`src/rtl/risc16_mem_arbiter.sv`:
```
// Arbiter sharing one single-port unified memory between the RISC16 fetch and data ports.
// Define ARB_ROUND_ROBIN_EN to replace data-priority/starvation arbitration with round-robin on contention.
module risc16_mem_arbiter #(
  parameter int RD_LATENCY   = 1,
  parameter int STARVE_LIMIT = 3
) (
  input  logic        clk,
  input  logic        rst,
  input  logic        i_req,
  input  logic [15:0] i_addr,
  output logic        i_gnt,
  output logic        i_rvalid,
  output logic [15:0] i_rdata,
  input  logic        d_req,
  input  logic [15:0] d_addr,
  input  logic [1:0]  d_we,
  input  logic [15:0] d_wdata,
  output logic        d_gnt,
  output logic        d_rvalid,
  output logic [15:0] d_rdata,
  output logic [15:0] m_addr,
  output logic        m_oe,
  output logic        m_we0,
  output logic        m_we1,
  output logic [15:0] m_wdata,
  input  logic [15:0] m_rdata
);

  typedef enum logic {
    OWN_I = 1'b0,
    OWN_D = 1'b1
  } owner_e;

  logic   contended;
  logic   i_win;        // fetch wins a contended cycle
  owner_e issue_owner;

  assign contended = i_req && d_req;

  // NOTE: every output of this block is given a default first, so no path leaves a latch behind.
  always_comb begin
    i_gnt = 1'b0;
    d_gnt = 1'b0;
    if (!rst) begin
      if (contended) begin
        i_gnt = i_win;
        d_gnt = !i_win;
      end else begin
        i_gnt = i_req;
        d_gnt = d_req;
      end
    end
  end

  always_comb begin
    m_addr  = 16'h0;
    m_oe    = 1'b0;
    m_we0   = 1'b0;
    m_we1   = 1'b0;
    m_wdata = 16'h0;
    if (i_gnt) begin
      m_addr = i_addr;
      m_oe   = 1'b1;
    end else if (d_gnt) begin
      m_addr = d_addr;
      if (d_we == 2'b00) begin
        m_oe = 1'b1;
      end else begin
        m_we0   = d_we[0];
        m_we1   = d_we[1];
        m_wdata = d_wdata;
      end
    end
  end

  assign issue_owner = d_gnt ? OWN_D : OWN_I;

  // Return pipeline: stage 0 captures each issued read, the last stage steers m_rdata.
  logic [RD_LATENCY-1:0] pipe_valid;
  owner_e                pipe_owner [RD_LATENCY];

  // NOTE: sequential state uses non-blocking assignments so every stage shifts from pre-edge values.
  always_ff @(posedge clk) begin
    if (rst) begin
      pipe_valid <= '0;
    end else begin
      pipe_valid[0] <= m_oe;
      for (int k = 1; k < RD_LATENCY; k++) begin
        pipe_valid[k] <= pipe_valid[k-1];
      end
    end
  end

  // NOTE: owner tags are left unreset; the valid bits alone decide whether a tag means anything.
  always_ff @(posedge clk) begin
    pipe_owner[0] <= issue_owner;
    for (int k = 1; k < RD_LATENCY; k++) begin
      pipe_owner[k] <= pipe_owner[k-1];
    end
  end

  logic ret_valid;
  assign ret_valid = pipe_valid[RD_LATENCY-1] && !rst;  // reads caught by reset never return

  assign i_rvalid = ret_valid && (pipe_owner[RD_LATENCY-1] == OWN_I);
  assign d_rvalid = ret_valid && (pipe_owner[RD_LATENCY-1] == OWN_D);
  assign i_rdata  = i_rvalid ? m_rdata : 16'h0;
  assign d_rdata  = d_rvalid ? m_rdata : 16'h0;

`ifdef ARB_ROUND_ROBIN_EN
  owner_e last_winner;

  always_ff @(posedge clk) begin
    if (rst) begin
      last_winner <= OWN_D;
    end else if (contended) begin
      last_winner <= i_win ? OWN_I : OWN_D;
    end
  end

  assign i_win = (last_winner == OWN_D);
`else
  localparam logic [3:0] STARVE_MAX = 4'(STARVE_LIMIT);

  logic [3:0] starve_cnt;

  // Counts consecutive fetch losses; at the limit fetch takes the next contended cycle.
  always_ff @(posedge clk) begin
    if (rst) begin
      starve_cnt <= 4'd0;
    end else if (i_gnt) begin
      starve_cnt <= 4'd0;
    end else if (i_req && (starve_cnt != STARVE_MAX)) begin
      starve_cnt <= starve_cnt + 4'd1;
    end
  end

  assign i_win = (starve_cnt == STARVE_MAX);
`endif

endmodule
```
`config.mk`:
```
export PLATFORM = sky130hd
export DESIGN_NAME = risc16_mem_arbiter
export DESIGN_NICKNAME = d
export VERILOG_FILES = /design/src/rtl/risc16_mem_arbiter.sv
export SDC_FILE = /design/constraint.sdc
export NUM_CORES = 1
export LEC_CHECK = 0
export CORE_UTILIZATION = 24
export CTS_BUF_LIST = sky130_fd_sc_hd__clkbuf_4
export CTS_CLUSTER_SIZE = 16
export DETAILED_ROUTE_END_ITERATION = 16
export PLACE_DENSITY = 0.88
export SETUP_SLACK_MARGIN = 0.4
export SLEW_MARGIN = 5
export SYNTH_ARGS = -nofsm -noshare
export SYNTH_HDL_FRONTEND = slang
export SYNTH_SLANG_ARGS = --single-unit
export TNS_END_PERCENT = 50
```
`constraint.sdc`:
```
create_clock -name clk -period 3.3 [get_ports clk]
set_clock_uncertainty 0.05 [all_clocks]
set_input_delay 0.495 -clock clk [delete_from_list [all_inputs] [get_ports clk]]
set_output_delay 0.495 -clock clk [all_outputs]
set_load 0.05 [all_outputs]
```
==> results of run 1 <==
layout make-up:
class,count,share of cell area (%)
well taps,46,1.905
inverters,1,0.1242
flip-flops and latches,6,3.975
clock buffers,3,0.7453
repair buffers,144,70.06
multi-input cells,90,23.19
logic make-up (layout without fill, tap and decap cells):
| group | after synthesis | in the layout | synth area share [%] |
|---|---|---|---|
| and+or+nand+nor | 64 | 64 | 51.10 |
| xor gates and xnor gates | 1 | 1 | 1.025 |
| DFF | 6 | 6 | 14.06 |
| adders and majority gates | 1 | 1 | 1.464 |
| muxes | 1 | 1 | 1.318 |
| buffers and inverters | 9 | 148 | 5.124 |
| AOI/OAI and AO/OA | 23 | 23 | 25.91 |
sequential cells by signal, indices dropped and copies added, names as in the netlist:
name / count
pipe_valid: 1
pipe_owner: 1
starve_cnt: 4
power by group:
group,internal [uW],switching (uW)
registers,75.2,1.89
logic,200,170
clock network,41.5,31.9
total,317,204
per-stage QoR:
stage	utilization, %	power (uW)	instances
3_3_place_gp	88.80	436.8	286
5_1_grt	89.84	541.6	290
3_5_place_dp	88.80	446.8	286
6_report	89.84	520.5	290
4_1_cts	89.47	518.7	289
2_1_floorplan	-	223.7	105
critical path, cell delays in order:
cell                              delay, ns
sky130_fd_sc_hd__clkdlybuf4s50_1       0.65
sky130_fd_sc_hd__and3b_1               0.65
sky130_fd_sc_hd__and2_1                0.27
sky130_fd_sc_hd__buf_12                0.15
repair_timing:
action | 4_1_cts | 5_1_grt
setup buffers | 0 | 1
setup endpoints to repair | 0 | 17
resized for setup | 0 | 1
hold endpoints to repair | 0 | 0
path summary, 6_finish.rpt:
| kind | start | endpoint |
|---|---|---|
| worst max-delay path | rst | d_rdata[8] |
| worst min-delay path | starve_cnt[1]$_SDFFE_PP0P_ | starve_cnt[1]$_SDFFE_PP0P_ |
| worst max register to register | starve_cnt[0]$_SDFFE_PP0P_ | pipe_valid$_SDFF_PP0_ |
| worst min register to register | starve_cnt[1]$_SDFFE_PP0P_ | starve_cnt[1]$_SDFFE_PP0P_ |
layer usage:
layer  wire (um)  part of all wire, %  track usage [%]  up-vias
met4         118                  2.2            15.24        0
met3         400                  7.5            8.613        9
met1        1644                   31            27.66      630
met5           0                    0                0        -
met2        3179                   59            52.07       89
li1            -                    -                -      649
cell usage after synthesis:
master	n
sky130_fd_sc_hd__buf_6	1
sky130_fd_sc_hd__dfxtp_1	6
sky130_fd_sc_hd__xor2_1	1
sky130_fd_sc_hd__and2_1	50
sky130_fd_sc_hd__buf_2	2
sky130_fd_sc_hd__nor4b_4	1
sky130_fd_sc_hd__inv_1	1
sky130_fd_sc_hd__a21oi_1	2
sky130_fd_sc_hd__ha_1	1
sky130_fd_sc_hd__clkbuf_1	5
sky130_fd_sc_hd__nor2_1	2
sky130_fd_sc_hd__nor3b_1	2
sky130_fd_sc_hd__and4b_2	1
sky130_fd_sc_hd__a22o_1	1
sky130_fd_sc_hd__or3b_4	1
sky130_fd_sc_hd__a211oi_4	1
sky130_fd_sc_hd__and2b_2	1
sky130_fd_sc_hd__and4bb_2	1
sky130_fd_sc_hd__nand4_1	2
sky130_fd_sc_hd__nor3_1	1
sky130_fd_sc_hd__and2b_1	1
sky130_fd_sc_hd__o21ai_0	1
sky130_fd_sc_hd__a22o_2	16
sky130_fd_sc_hd__a21o_2	2
sky130_fd_sc_hd__mux2_2	1
sky130_fd_sc_hd__and3b_1	1
==> flow_summary.rst, run 1 <==
.. list-table::
   :header-rows: 1

   * - Metric
     - Value
   * - TritonCTS clock tree
     - done
   * - Number of antenna violations at the first check in global routing
     - 0
   * - Via count of the first global-routing pass
     - 1429
   * - Maximum frequency from static timing analysis
     - 0.3622 GHz
   * - Starting density of the core
     - about a quarter
   * - # DRC
     - 0
   * - Y dimension of the die
     - 61.67 um
   * - Largest driver fanout on the critical path
     - 17
   * - Power per cell area
     - ~170 nW/um^2
   * - Dpl ws
     - ~0.43 ns
   * - Worst Hold Path Cells
     - 1
   * - Type of the setup path with the least slack
     - in2out
   * - Cell area after layout
     - 3022 um^2
   * - Detail-routed via count per cell
     - between 4 and 5
   * - Fraction of layout cells with a size suffix above 1
     - between 40 and 50%
   * - Top-level I/O count
     - roughly 140
   * - First-pass GRT wire length
     - 7.424 mm
   * - Cell Area, Synth
     - ~850 um^2
   * - Area contributors post-synth
     - sky130_fd_sc_hd__and2_1, sky130_fd_sc_hd__a22o_2, sky130_fd_sc_hd__dfxtp_1, sky130_fd_sc_hd__nor4b_4, sky130_fd_sc_hd__a211oi_4
   * - GPL Wtd Cong
     - 0.7793
   * - Area used by multi-input combinational logic
     - 700.7 um^2
   * - Sequential area share after synthesis
     - between 10% and 20%
   * - Overall global routing resource usage
     - between 20% and 30%
   * - Combined flip-flop and latch cell area
     - approximately 120 um^2
   * - Cell chosen for the clock root
     - sky130_fd_sc_hd__clkbuf_4
   * - Setup_tns
     - 0 ns
   * - Deepest level of the CTS H-tree
     - 1
   * - Endpoints failing setup
     - 0
   * - Overall routed net length
     - ~5.3 mm
   * - Count of antenna diodes in the layout
     - 0
   * - Commonest cells after routing, fill and taps aside
     - sky130_fd_sc_hd__clkdlybuf4s50_1, sky130_fd_sc_hd__buf_12, sky130_fd_sc_hd__and2_1
   * - Wirelength per Cell
     - roughly 18 um
   * - Outcome
     - finished, final reports clean
   * - Cell Rows
     - 21
   * - First-pass detailed-route iteration total
     - 4
   * - Number of vias after detailed routing
     - 1377
   * - Final Hold Viols
     - 0
   * - Width of the die
     - 61.67 um
   * - Hold buffer count at cts
     - 0
   * - Clk sink count
     - 6
   * - IO Port Bufs
     - 140
   * - Top-area cell type share of the netlist area
     - between 30% and 40%
   * - Synthesized netlist net count
     - between 150 and 200
   * - Clock Tree Buf Depth
     - 2
   * - Hold WS
     - roughly 0.47 ns
   * - Period utilization
     - 83.65%
   * - Warning count from the yosys run
     - 0
   * - Violation count after the first detailed-route iteration
     - 99
   * - Worst reg-to-reg path cell count
     - 5
   * - Clk Latency, worst-skew pair
     - 0.26 ns
   * - Count of distinct cell types in the synthesized netlist
     - 26
   * - Register clock-pin slew on the reported worst setup and hold paths
     - ~0.05 ns
   * - Most area-hungry cell type in the Yosys netlist
     - sky130_fd_sc_hd__and2_1
   * - Number of synthesized register bits
     - 6
   * - Setup repair after global routing missed its margin
     - no
   * - Worst rel slew slack
     - 65.65%
   * - Clock period minus worst slack
     - around 2.8 ns
   * - Required time of the worst setup path
     - roughly 2.8 ns
   * - Total clock buffers created by CTS
     - 3
   * - Number of instances in the synthesized netlist
     - ~110
   * - Post-DRT Antenna Nets
     - 0
   * - Core Area
     - roughly 3400 um^2
   * - Max Cap Viol
     - 0
   * - Net count reported at finish
     - 317
   * - Floorplan die area
     - 3803 um^2
   * - Flop-to-flop setup slack
     - 1.50 ns
   * - Leak Pwr
     - ~0.0013 uW
   * - Count of filler cells inserted in the layout
     - 140
   * - Syn_area_per_cell
     - 8.139 um^2
   * - Slew at the pin with the worst max-slew slack
     - between 0.5 and 0.6 ns
   * - Maximum number of pins on one net before global-route repair
     - 23
   * - Area growth, synth to finish
     - 253.6%
   * - IR drop worst, VDD
     - around 0.11 mV
   * - Worst Path Arrival
     - 2.22 ns
   * - Setup slack after layout
     - 0.5394 ns
   * - HPWL reported at the end of detailed placement
     - 4.534 mm
   * - Post-place instance area
     - between 2000 and 3000 um^2
   * - Residual overflow from global routing
     - 0
   * - Classification of the worst-slack hold path
     - reg2reg
   * - Endpoint type of the worst setup path
     - output port
   * - Pins over their slew limit
     - 0
   * - Kind of start point of the critical path
     - input port
Power figures use the tool's default switching activity.
==> inputs of run 2 (changes only) <==
- CORE_UTILIZATION: 24 -> 20
- PLACE_DENSITY: 0.88 -> 0.78
- clock period: 3.3 -> 2.3 ns (I/O delays scaled with it)
==> run 2 against run 1 <==
- the flow now finishes with violations (setup timing)
- routed wire length fell by 8.9%
- die area rose by 19%
- clock power rose by 44%
- clock-buffer cell count did not move
- first-iteration DRC count fell by 82%
- power rose by 55%
- critical path depth rose by 3
- sequential power rose by 45%
- global-route usage fell by 6.5 points
- final cell count rose by 5.5%
- register-to-register slack got worse by 0.86 ns
- critical endpoint is now m_addr[6]
==> flow_summary.rst, run 2 (synthesis results as in run 1) <==
.. list-table::
   :header-rows: 1

   * - Metric
     - Value
   * - Outcome
     - complete, but fails checks
   * - Failing checks
     - setup timing
   * - Most common library cell in the layout ignoring fill and taps
     - sky130_fd_sc_hd__buf_12
   * - R2r startpoint
     - starve_cnt[0]$_SDFFE_PP0P_
   * - Overall routed net length
     - around 4.9 mm
   * - Combined flip-flop and latch cell area
     - ~130 um^2
   * - Flop-to-flop setup slack
     - between 0.6 and 0.7 ns
   * - Via count of the first global-routing pass
     - between 1000 and 1500
   * - Slew at the pin with the worst max-slew slack
     - roughly 0.38 ns
   * - Hold buffer count at cts
     - 0
   * - Pins over their slew limit
     - 0
   * - Register clock-pin slew on the reported worst setup and hold paths
     - roughly 0.05 ns
   * - Switch share
     - roughly two fifths
   * - Cell chosen for the clock root
     - sky130_fd_sc_hd__clkbuf_4
   * - Fraction of layout cells with a size suffix above 1
     - a little under two thirds
   * - First-pass detailed-route iteration total
     - 4
   * - Reg2reg end
     - starve_cnt[0]$_SDFFE_PP0P_
   * - Clock period minus worst slack
     - between 2 and 2.5 ns
   * - Worst rel slew slack
     - roughly three quarters
   * - Most used cell, CP
     - sky130_fd_sc_hd__buf_12
   * - Max reg flops
     - 4
   * - Kind of start point of the critical path
     - flip-flop
   * - Clk sink count
     - 6
   * - Part of the power in registers
     - roughly 14%
   * - Dpl ws
     - -0.05086 ns
   * - Net count reported at finish
     - approximately 330
   * - Total clock buffers created by CTS
     - 3
   * - Residual overflow from global routing
     - 0
   * - Commonest cells after routing, fill and taps aside
     - sky130_fd_sc_hd__buf_12, sky130_fd_sc_hd__clkdlybuf4s50_1, sky130_fd_sc_hd__and2_4
   * - Setup repair after global routing missed its margin
     - yes
   * - Wirelength per Cell
     - 15.90 um
   * - Clock Tree Buf Depth
     - 2
   * - Deepest level of the CTS H-tree
     - 1
   * - Leak Pwr
     - approximately 0.0014 uW
   * - Maximum number of pins on one net before global-route repair
     - 23
   * - TritonCTS clock tree
     - done
   * - Cell Rows
     - 23
   * - Critical path's largest stage delay
     - 0.40 ns
   * - Period utilization
     - 102.0%
   * - Detail-routed via count per cell
     - approximately 4.7
   * - Number of antenna violations at the first check in global routing
     - 0
   * - Hold-critical path endpoint
     - starve_cnt[2]$_SDFFE_PP0P_
   * - Number of vias after detailed routing
     - 1427
   * - Cell area after layout
     - between 3000 and 4000 um^2
   * - Required time of the worst setup path
     - between 1.5 and 2 ns
   * - Post-place instance area
     - about 3200 um^2
   * - Max stage delay cell, worst path
     - sky130_fd_sc_hd__or3b_4
   * - Worst Path Arrival
     - 1.95 ns
   * - GPL Wtd Cong
     - between 0.7 and 0.8
   * - Startpoint of the tightest hold check path
     - rst
   * - Violation count after the first detailed-route iteration
     - 18
   * - Total power
     - around 800 uW
   * - Share of total power in combinational logic
     - about 73%
   * - # DRC
     - 0
   * - Worst reg-to-reg path cell count
     - 5
   * - Count of antenna diodes in the layout
     - 0
   * - Width of the die
     - slightly below 70 um
   * - Layout Utilization
     - 83.72%
   * - Largest register by flop count
     - starve_cnt
   * - Starting density of the core
     - approximately a fifth
   * - Count of filler cells inserted in the layout
     - around 210
   * - Fraction of power consumed by the clock network
     - between 10% and 20%
   * - Clk Latency, worst-skew pair
     - 0.26 ns
   * - Endpoint type of the worst setup path
     - output port
   * - Classification of the worst-slack hold path
     - in2reg
   * - Final Hold Viols
     - 0
   * - Floorplan die area
     - about 4500 um^2
   * - Worst Hold Path Cells
     - 3
   * - Core Area
     - about 4000 um^2
   * - IR drop worst, VDD
     - 0.1542 mV
   * - Overall global routing resource usage
     - a little over a fifth
   * - Int Pwr
     - 497.6 uW
   * - Top-level I/O count
     - approximately 140
   * - Setup slack after layout
     - -0.04576 ns
   * - Area growth, synth to finish
     - 297.5%
   * - Area used by multi-input combinational logic
     - slightly above 900 um^2
   * - Largest driver fanout on the critical path
     - 10
   * - Cell-by-cell trace of the critical path
     - ha_4 -> or3b_4 -> a211oi_4 -> buf_6 -> buf_12 -> a22o_2 -> buf_12
   * - Type of the setup path with the least slack
     - reg2out
   * - Y dimension of the die
     - approximately 67 um
   * - Maximum frequency from static timing analysis
     - around 0.43 GHz
   * - First-pass GRT wire length
     - just over 7 mm
   * - Endpoints failing setup
     - 16
   * - IO Port Bufs
     - 140
   * - Largest registers
     - starve_cnt: 4 flops, pipe_owner: 1 flops, pipe_valid: 1 flops
   * - Post-DRT Antenna Nets
     - 0
   * - Max Cap Viol
     - 0
   * - Net load switching power
     - around 300 uW
   * - Power per cell area
     - 236.8 nW/um^2
   * - HPWL reported at the end of detailed placement
     - ~3.8 mm
==> run 2: cell count changes in the layout (fill, tap and decap cells not counted), sizes merged <==
cell	previous run	this run
and3b	1	3
clkdlybuf4s50	69	68
buf	75	86
==> run 2: layer usage <==
layer / vias up / global-route usage (%) / share of wire (%)
met4: 0 / 6.649 / 1.6
met1: 642 / 20.46 / 33
li1: 675 / - / -
met5: - / 0 / 0
met3: 6 / 5.405 / 9.3
met2: 104 / 44.25 / 56
==> run 2: layout make-up <==
class / count / share of cell area (%)
well taps: 50 / 1.842
clock buffers: 3 / 0.6630
flip-flops and latches: 6 / 3.683
repair buffers: 154 / 67.00
multi-input cells: 92 / 26.70
inverters: 1 / 0.1105
==> run 2: timing repair <==
item                       CTS  global route
gates resized for setup     28            20
pin swaps                   17             1
buffers inserted             4             1
setup endpoints to repair   71            53
cloned                       4             0
==> run 2: power groups by stage <==
stage	Combinational [uW]	Clock, uW	Sequential [uW]
floorplan	225	0	112
global placement	548	0	113
detailed placement	555	0	113
CTS	579	110	111
global route	609	116	112
finish	587	106	112
==> run 2: stage by stage <==
step | TNS [ns] | hold slack [ns] | instances
6_report | -0.4625 | 0.4298 | 306
5_1_grt | -1.339 | 0.4481 | 306
4_1_cts | -0.5222 | 0.4854 | 305
3_5_place_dp | -0.1880 | 0.4730 | 294
3_3_place_gp | 0 | 0.4488 | 294
2_1_floorplan | 0 | 0.4304 | 105
==> run 2: how the worst max path moves through the flow <==
stage	startpoint	endpoint	depth (start not counted)
after floorplan	starve_cnt[1]$_SDFFE_PP0P_	m_addr[10]	5
after global placement	rst	d_rdata[4]	4
after detailed placement	rst	d_rdata[1]	4
after CTS	starve_cnt[0]$_SDFFE_PP0P_	m_addr[6]	7
after global routing	starve_cnt[0]$_SDFFE_PP0P_	m_addr[6]	7
final	starve_cnt[0]$_SDFFE_PP0P_	m_addr[6]	7
==> run 2: critical path: cells and delay by family, from the launching register on <==
family	cells	cell delay (ns)
compound gates	2	0.38
fa+ha+maj	1	0.14
buf+inv	3	0.41
flops	1	0.35
simple gates	1	0.40
